==> config.mk <==
export PLATFORM = sky130hd
export DESIGN_NAME = pico_mem_initiator
export DESIGN_NICKNAME = d
export VERILOG_FILES = /design/src/rtl/pico_mem_initiator.sv
export SDC_FILE = /design/constraint.sdc
export NUM_CORES = 1
export LEC_CHECK = 0
export CAP_MARGIN = 10
export CORE_UTILIZATION = 35
export CTS_BUF_LIST = sky130_fd_sc_hd__clkbuf_2
export DETAILED_ROUTE_END_ITERATION = 12
export GPL_TIMING_DRIVEN = 1
export HOLD_SLACK_MARGIN = 0.05
export PLACE_DENSITY_LB_ADDON = 0.05
export SETUP_SLACK_MARGIN = 0.4
export SLEW_MARGIN = 20
export SYNTH_ARGS = -nofsm -noshare
export SYNTH_HDL_FRONTEND = slang
export SYNTH_SLANG_ARGS = --single-unit
==> constraint.sdc <==
create_clock -name clk -period 2.6 [get_ports clk]
set_input_delay 0.52 -clock clk [delete_from_list [all_inputs] [get_ports clk]]
set_output_delay 0.52 -clock clk [all_outputs]
set_load 0.03 [all_outputs]
==> src/rtl/pico_mem_initiator.sv <==
// ============================================================================
//  Module   : pico_mem_initiator
//  Purpose  : Bus-master engine for the PicoRV32 native memory interface.
//             Accepts single/burst word read/write commands on a valid/ready
//             port, drives mem_valid/mem_ready transfers and returns one
//             response beat per bus beat.
//  Options  : PMI_TIMEOUT_EN - when defined, a REQ that waits TIMEOUT cycles
//             without mem_ready is aborted with rsp_err = 1.
//  Revision : 1.0 - initial release
// ============================================================================
`default_nettype none

module pico_mem_initiator #(
    parameter int LEN_W   = 4,
    parameter int TIMEOUT = 256
) (
    input  logic             clk,
    input  logic             resetn,
    // command port
    input  logic             cmd_valid,
    output logic             cmd_ready,
    input  logic             cmd_write,
    input  logic [31:0]      cmd_addr,
    input  logic [31:0]      cmd_wdata,
    input  logic [3:0]       cmd_wstrb,
    input  logic [LEN_W-1:0] cmd_len,
    // response port
    output logic             rsp_valid,
    input  logic             rsp_ready,
    output logic [31:0]      rsp_rdata,
    output logic             rsp_last,
    output logic             rsp_err,
    output logic             busy,
    // PicoRV32 native memory interface
    output logic             mem_valid,
    output logic             mem_instr,
    output logic [31:0]      mem_addr,
    output logic [31:0]      mem_wdata,
    output logic [3:0]       mem_wstrb,
    input  logic             mem_ready,
    input  logic [31:0]      mem_rdata
);

    typedef enum logic [1:0] {
        S_IDLE = 2'd0,
        S_REQ  = 2'd1,
        S_RSP  = 2'd2
    } state_t;

    localparam int                TCNT_W = (TIMEOUT > 1) ? $clog2(TIMEOUT) : 1;
    localparam logic [TCNT_W-1:0] c_TLIM = TCNT_W'(TIMEOUT - 1);
    localparam bit                c_TO_ON = (TIMEOUT != 0);

    state_t             r_state;
    state_t             w_next;
    logic [31:0]        r_addr;
    logic [31:0]        r_wdata;
    logic [3:0]         r_wstrb;
    logic               r_write;
    logic [LEN_W-1:0]   r_beats;
    logic [31:0]        r_rdata;
    logic               r_last;
    logic               w_timeout;
    logic               w_unused;

    // Byte-offset bits of the command address are dropped on purpose.
    assign w_unused = &{1'b0, cmd_addr[1:0]};

    // Bus and handshake outputs decode straight from the state register so
    // an asynchronous reset removes mem_valid/rsp_valid/busy at once.
    assign cmd_ready = (r_state == S_IDLE);
    assign busy      = (r_state != S_IDLE);
    assign mem_valid = (r_state == S_REQ);
    assign rsp_valid = (r_state == S_RSP);
    assign mem_instr = 1'b0;
    assign mem_addr  = r_addr;
    assign mem_wdata = r_wdata;
    assign mem_wstrb = r_wstrb;
    assign rsp_rdata = r_rdata;
    assign rsp_last  = r_last;

    // State register.
    always_ff @(posedge clk or negedge resetn) begin
        if (!resetn) begin
            r_state <= S_IDLE;
        end else begin
            r_state <= w_next;
        end
    end

    // Next-state decode. RSP always separates two REQ phases, so mem_valid
    // is never high in the cycle that follows a completion.
    always_comb begin
        w_next = r_state;
        case (r_state)
            S_IDLE: if (cmd_valid) w_next = S_REQ;
            S_REQ:  if (mem_ready || w_timeout) w_next = S_RSP;
            S_RSP:  if (rsp_ready) w_next = r_last ? S_IDLE : S_REQ;
            default: w_next = S_IDLE;
        endcase
    end

    // Command latch, per-beat address/count stepping and response capture.
    always_ff @(posedge clk or negedge resetn) begin
        if (!resetn) begin
            r_addr  <= 32'h0;
            r_wdata <= 32'h0;
            r_wstrb <= 4'h0;
            r_write <= 1'b0;
            r_beats <= '0;
            r_rdata <= 32'h0;
            r_last  <= 1'b0;
        end else begin
            case (r_state)
                S_IDLE: begin
                    if (cmd_valid) begin
                        r_addr  <= {cmd_addr[31:2], 2'b00};
                        r_wdata <= cmd_wdata;
                        r_wstrb <= cmd_write ? cmd_wstrb : 4'h0;
                        r_write <= cmd_write;
                        r_beats <= cmd_len;
                        r_last  <= 1'b0;
                    end
                end
                S_REQ: begin
                    if (mem_ready) begin
                        r_rdata <= r_write ? 32'h0 : mem_rdata;
                        r_last  <= (r_beats == '0);
                    end else if (w_timeout) begin
                        // Abort: the remaining beats are abandoned.
                        r_rdata <= 32'h0;
                        r_last  <= 1'b1;
                    end
                end
                S_RSP: begin
                    if (rsp_ready && !r_last) begin
                        r_beats <= r_beats - 1'b1;
                        r_addr  <= r_addr + 32'd4;
                    end
                end
                default: ;
            endcase
        end
    end

`ifdef PMI_TIMEOUT_EN
    logic [TCNT_W-1:0] r_tcnt;
    logic              r_err;

    assign w_timeout = c_TO_ON && (r_state == S_REQ) && !mem_ready
                       && (r_tcnt == c_TLIM);
    assign rsp_err   = r_err;

    // Wait-cycle counter; held at zero outside REQ so every REQ starts fresh.
    always_ff @(posedge clk or negedge resetn) begin
        if (!resetn) begin
            r_tcnt <= '0;
        end else if (r_state != S_REQ) begin
            r_tcnt <= '0;
        end else if (!mem_ready) begin
            r_tcnt <= r_tcnt + 1'b1;
        end
    end

    // Error flag: set by an abort, cleared by a normal completion or new command.
    always_ff @(posedge clk or negedge resetn) begin
        if (!resetn) begin
            r_err <= 1'b0;
        end else if (r_state == S_IDLE && cmd_valid) begin
            r_err <= 1'b0;
        end else if (r_state == S_REQ) begin
            if (mem_ready) begin
                r_err <= 1'b0;
            end else if (w_timeout) begin
                r_err <= 1'b1;
            end
        end
    end
`else
    // No timeout hardware: REQ waits for mem_ready indefinitely.
    logic [TCNT_W:0] w_unused_tlim;
    assign w_unused_tlim = {c_TO_ON, c_TLIM};
    assign w_timeout     = 1'b0;
    assign rsp_err       = 1'b0;
`endif

endmodule

`default_nettype wire

==> metrics <==
status=complete, no violations; Synth Cell Area=5047 sq um; Die Wd=122.1 um; flops & latches, synth=106; die height=122.1 um; Root Driver=clkbuf_2; final RePlAce weighted congestion=0.8077; cts bufs inserted=9; clock buffer depth=2; Worst Path Arrival=2.64 ns; clock sink count=106; main flop type after synthesis=dfrtp_1; vias in the first global route=4749; Leakage=3.506 nW; HPWL Detailed=10.75 mm; final net count=901; initial antenna violation count=1; post-synthesis cell count=580; CP cell instances=ha_1, nand4_1, nor2_4, nand4_4, or4_1, nand3_1; Worst Max-Slew Pin Slew=0.8038 ns; Worst slew margin=46.42%; share of layout cells above drive strength 1=8.333%; Initial DRC Count=206; Vias=4893; number of synthesized flops with an enable pin=0; CP max FO=8; Area Growth Syn to Fin=47.57%; count of buffer and inverter cells on the critical path=0; # DRC=0; critical path data required time=3.15 ns; global-route wire length before repair=23.72 mm; Yosys cell types=46; CP max stage delay=0.51 ns; Setup crit start kind=flip-flop; pin count of the biggest net entering global routing=43; Die ar.=14900 sq um; worst hold path class=input pin to async pin; hold_ws=0.4116 ns; slowest cell on the critical path=or4_1; clk_skew=0.02555 ns; critical path type=flip-flop to flip-flop; Core ar.=13990 sq um; family with the most delay on the worst path=simple AND/OR/NAND/NOR gates; Avg Inst Size Synth=8.702 sq um; # setup viols final=0; Worst-path clk slew=0.28 ns; Critical Path End Type=flip-flop; Slew Viols, Final=0; Worst-Skew Late Latency=0.59 ns; routed wire length=14.95 mm; starting density of the core=36.08%; CTS tree=built; reg2reg setup slack=0.51 ns; I/O pin cnt=217; hold violation total from the final report=0; drt wl/cell=15.36 um; Tcrit/Tclk final=80.21%; sequential-to-total area share from yosys stat=52.55%; # port buffers=210; post-detailed-route count of antenna-violating nets=0; asr flop ratio synth=100.0%; P per Cell Area=1227 nW/um^2; max_cap viols=0; VDD IR max=0.6411 mV; row count=43; setup_tns=0 ns; max frequency=479.5 MHz; Via density=5.029; total gr overflow=0; Tot GR Track Use=20.52%; synth warn=0; H-tree depth=3; unrepaired setup endpoints after global routing=no; min Tclk post-route=2.085 ns; drt pass-1 iters=4
==> metal layers <==
layer | wire [um] | track usage, %
met5 | 0 | 0
met4 | 104 | 4.268
met3 | 1254 | 7.584
met2 | 7326 | 34.68
met1 | 6265 | 24.94
==> cells in the mapped netlist (all sizes together), types with 2 or more instances <==
| cell type | count | area (sq um) |
|---|---|---|
| or3 | 3 | 18.77 |
| o211ai | 4 | 30.03 |
| inv | 9 | 33.79 |
| or4 | 3 | 22.52 |
| o21ai | 55 | 275.3 |
| nor2 | 18 | 80.07 |
| clkbuf | 26 | 97.59 |
| a22oi | 2 | 15.01 |
| o32ai | 2 | 17.52 |
| nand2b | 35 | 219.0 |
| nand4 | 14 | 117.6 |
| nand3b | 2 | 18.77 |
| buf | 11 | 61.31 |
| o31ai | 3 | 22.52 |
| ha | 3 | 37.54 |
| a31oi | 3 | 18.77 |
| dfrtp | 106 | 2653 |
| a2bb2oi | 10 | 87.58 |
| nand2 | 173 | 649.4 |
| nor3 | 6 | 46.30 |
| a21oi | 37 | 185.2 |
| o22ai | 12 | 75.07 |
| and3 | 7 | 43.79 |
| nand3 | 24 | 130.1 |
==> path summary, 6_finish.rpt <==
| kind | to | depth (start not counted) | from |
|---|---|---|---|
| max in group asynchronous | mem_wdata[26]$_DFFE_PN0P_ | 3 | resetn |
| min in group clk | mem_wdata[9]$_DFFE_PN0P_ | 3 | cmd_wdata[9] |
| worst max register to register | mem_addr[30]$_DFFE_PN0P_ | 6 | mem_addr[3]$_DFFE_PN0P_ |
| worst min-delay path | mem_addr[18]$_DFFE_PN0P_ | 2 | resetn |
| worst min register to register | mem_wstrb[2]$_DFFE_PN0P_ | 2 | mem_wstrb[2]$_DFFE_PN0P_ |
| worst max-delay path | mem_addr[30]$_DFFE_PN0P_ | 6 | mem_addr[3]$_DFFE_PN0P_ |
==> final cells by class <==
cell class | count | area [sq um]
clock inverter | 5 | 80.08
inverter | 9 | 36.28
clock buffer | 10 | 50.05
sequential | 106 | 2663
antenna | 1 | 2.502
multi-input combinational | 431 | 2232
timing repair buffer | 231 | 2160
tap | 180 | 225.2
fill | 1403 | 6540
==> worst register-to-register path: stages, from the launching register on <==
cell	delay, ns
dfrtp_2	0.48
ha_1	0.29
nand4_1	0.24
nor2_4	0.24
nand4_4	0.18
or4_1	0.52
nand3_1	0.09
==> timing repair <==
| item | 4_1_cts | 5_1_grt |
|---|---|---|
| buffers inserted | 4 | 3 |
| gates resized for setup | 114 | 13 |
| pin swaps | 0 | 2 |
| endpoints found under the hold margin | 39 | 0 |
| gates cloned | 0 | 0 |
| hold buffers | 1 | 0 |
| setup endpoints to repair | 103 | 11 |
==> cells by family after synthesis <==
kind of cell / share of synthesized area (%)
AND/OR/NAND/NOR: 27.54
AO/OA/AOI/OAI: 15.07
flip-flops: 52.55
buffers and inverters: 3.818
adder cells (fa/ha/maj): 0.7438
multiplexers: 0.1983
other: 0.07430
==> where the power goes <==
part           switching, W  internal (W)  total [W]
Clock              0.000541      0.000313   0.000855
Combinational       0.00332       0.00179    0.00511
Sequential         0.000718       0.00245    0.00317
Total               0.00458       0.00456    0.00914
==> stage by stage <==
stage          instance area (sq um)  setup slack [ns]  std cells  power (W)  util (%)
4_1_cts                         7418            0.3364        969   0.009225     53.03
5_1_grt                         7448            0.4033        973   0.009823     53.25
3_3_place_gp                    7363            0.5038        949   0.008741     52.64
6_report                        7448            0.5145        973   0.009136     53.25
2_1_floorplan                   5059            0.5643        583   0.006404         -
3_5_place_dp                    7363            0.4791        949   0.008852     52.64
==> state kept, by name, indices dropped and copies added, names as in the netlist <==
signal,count
rsp_last,1
rsp_rdata,32
mem_wstrb,4
r_beats,4
mem_wdata,32
r_write,1
r_state,2
mem_addr,30
==> layout by cell type (no fill, tap or decap), types with 3 or more instances in the layout <==
cell / Yosys / routed
nand2b_1: 35 / 35
buf_4: 4 / 19
ha_1: 3 / 3
o22ai_1: 12 / 12
nor2_2: 2 / 3
inv_1: 7 / 7
conb_1: 1 / 4
dlygate4sd2_1: 0 / 98
o31ai_1: 3 / 3
nor3_1: 4 / 4
nand2_1: 173 / 171
dfrtp_1: 106 / 98
nand4_1: 12 / 12
o21ai_0: 55 / 55
dfrtp_2: 0 / 8
o211ai_1: 4 / 4
nand3_1: 22 / 22
a21oi_1: 37 / 36
or4_1: 3 / 3
or3_1: 3 / 3
a31oi_1: 3 / 3
nor2_1: 15 / 13
and3_1: 7 / 7
clkbuf_2: 0 / 11
clkdlybuf4s50_1: 0 / 106
a2bb2oi_1: 10 / 10
buf_12: 0 / 3
(Power assumes the default switching activity.)
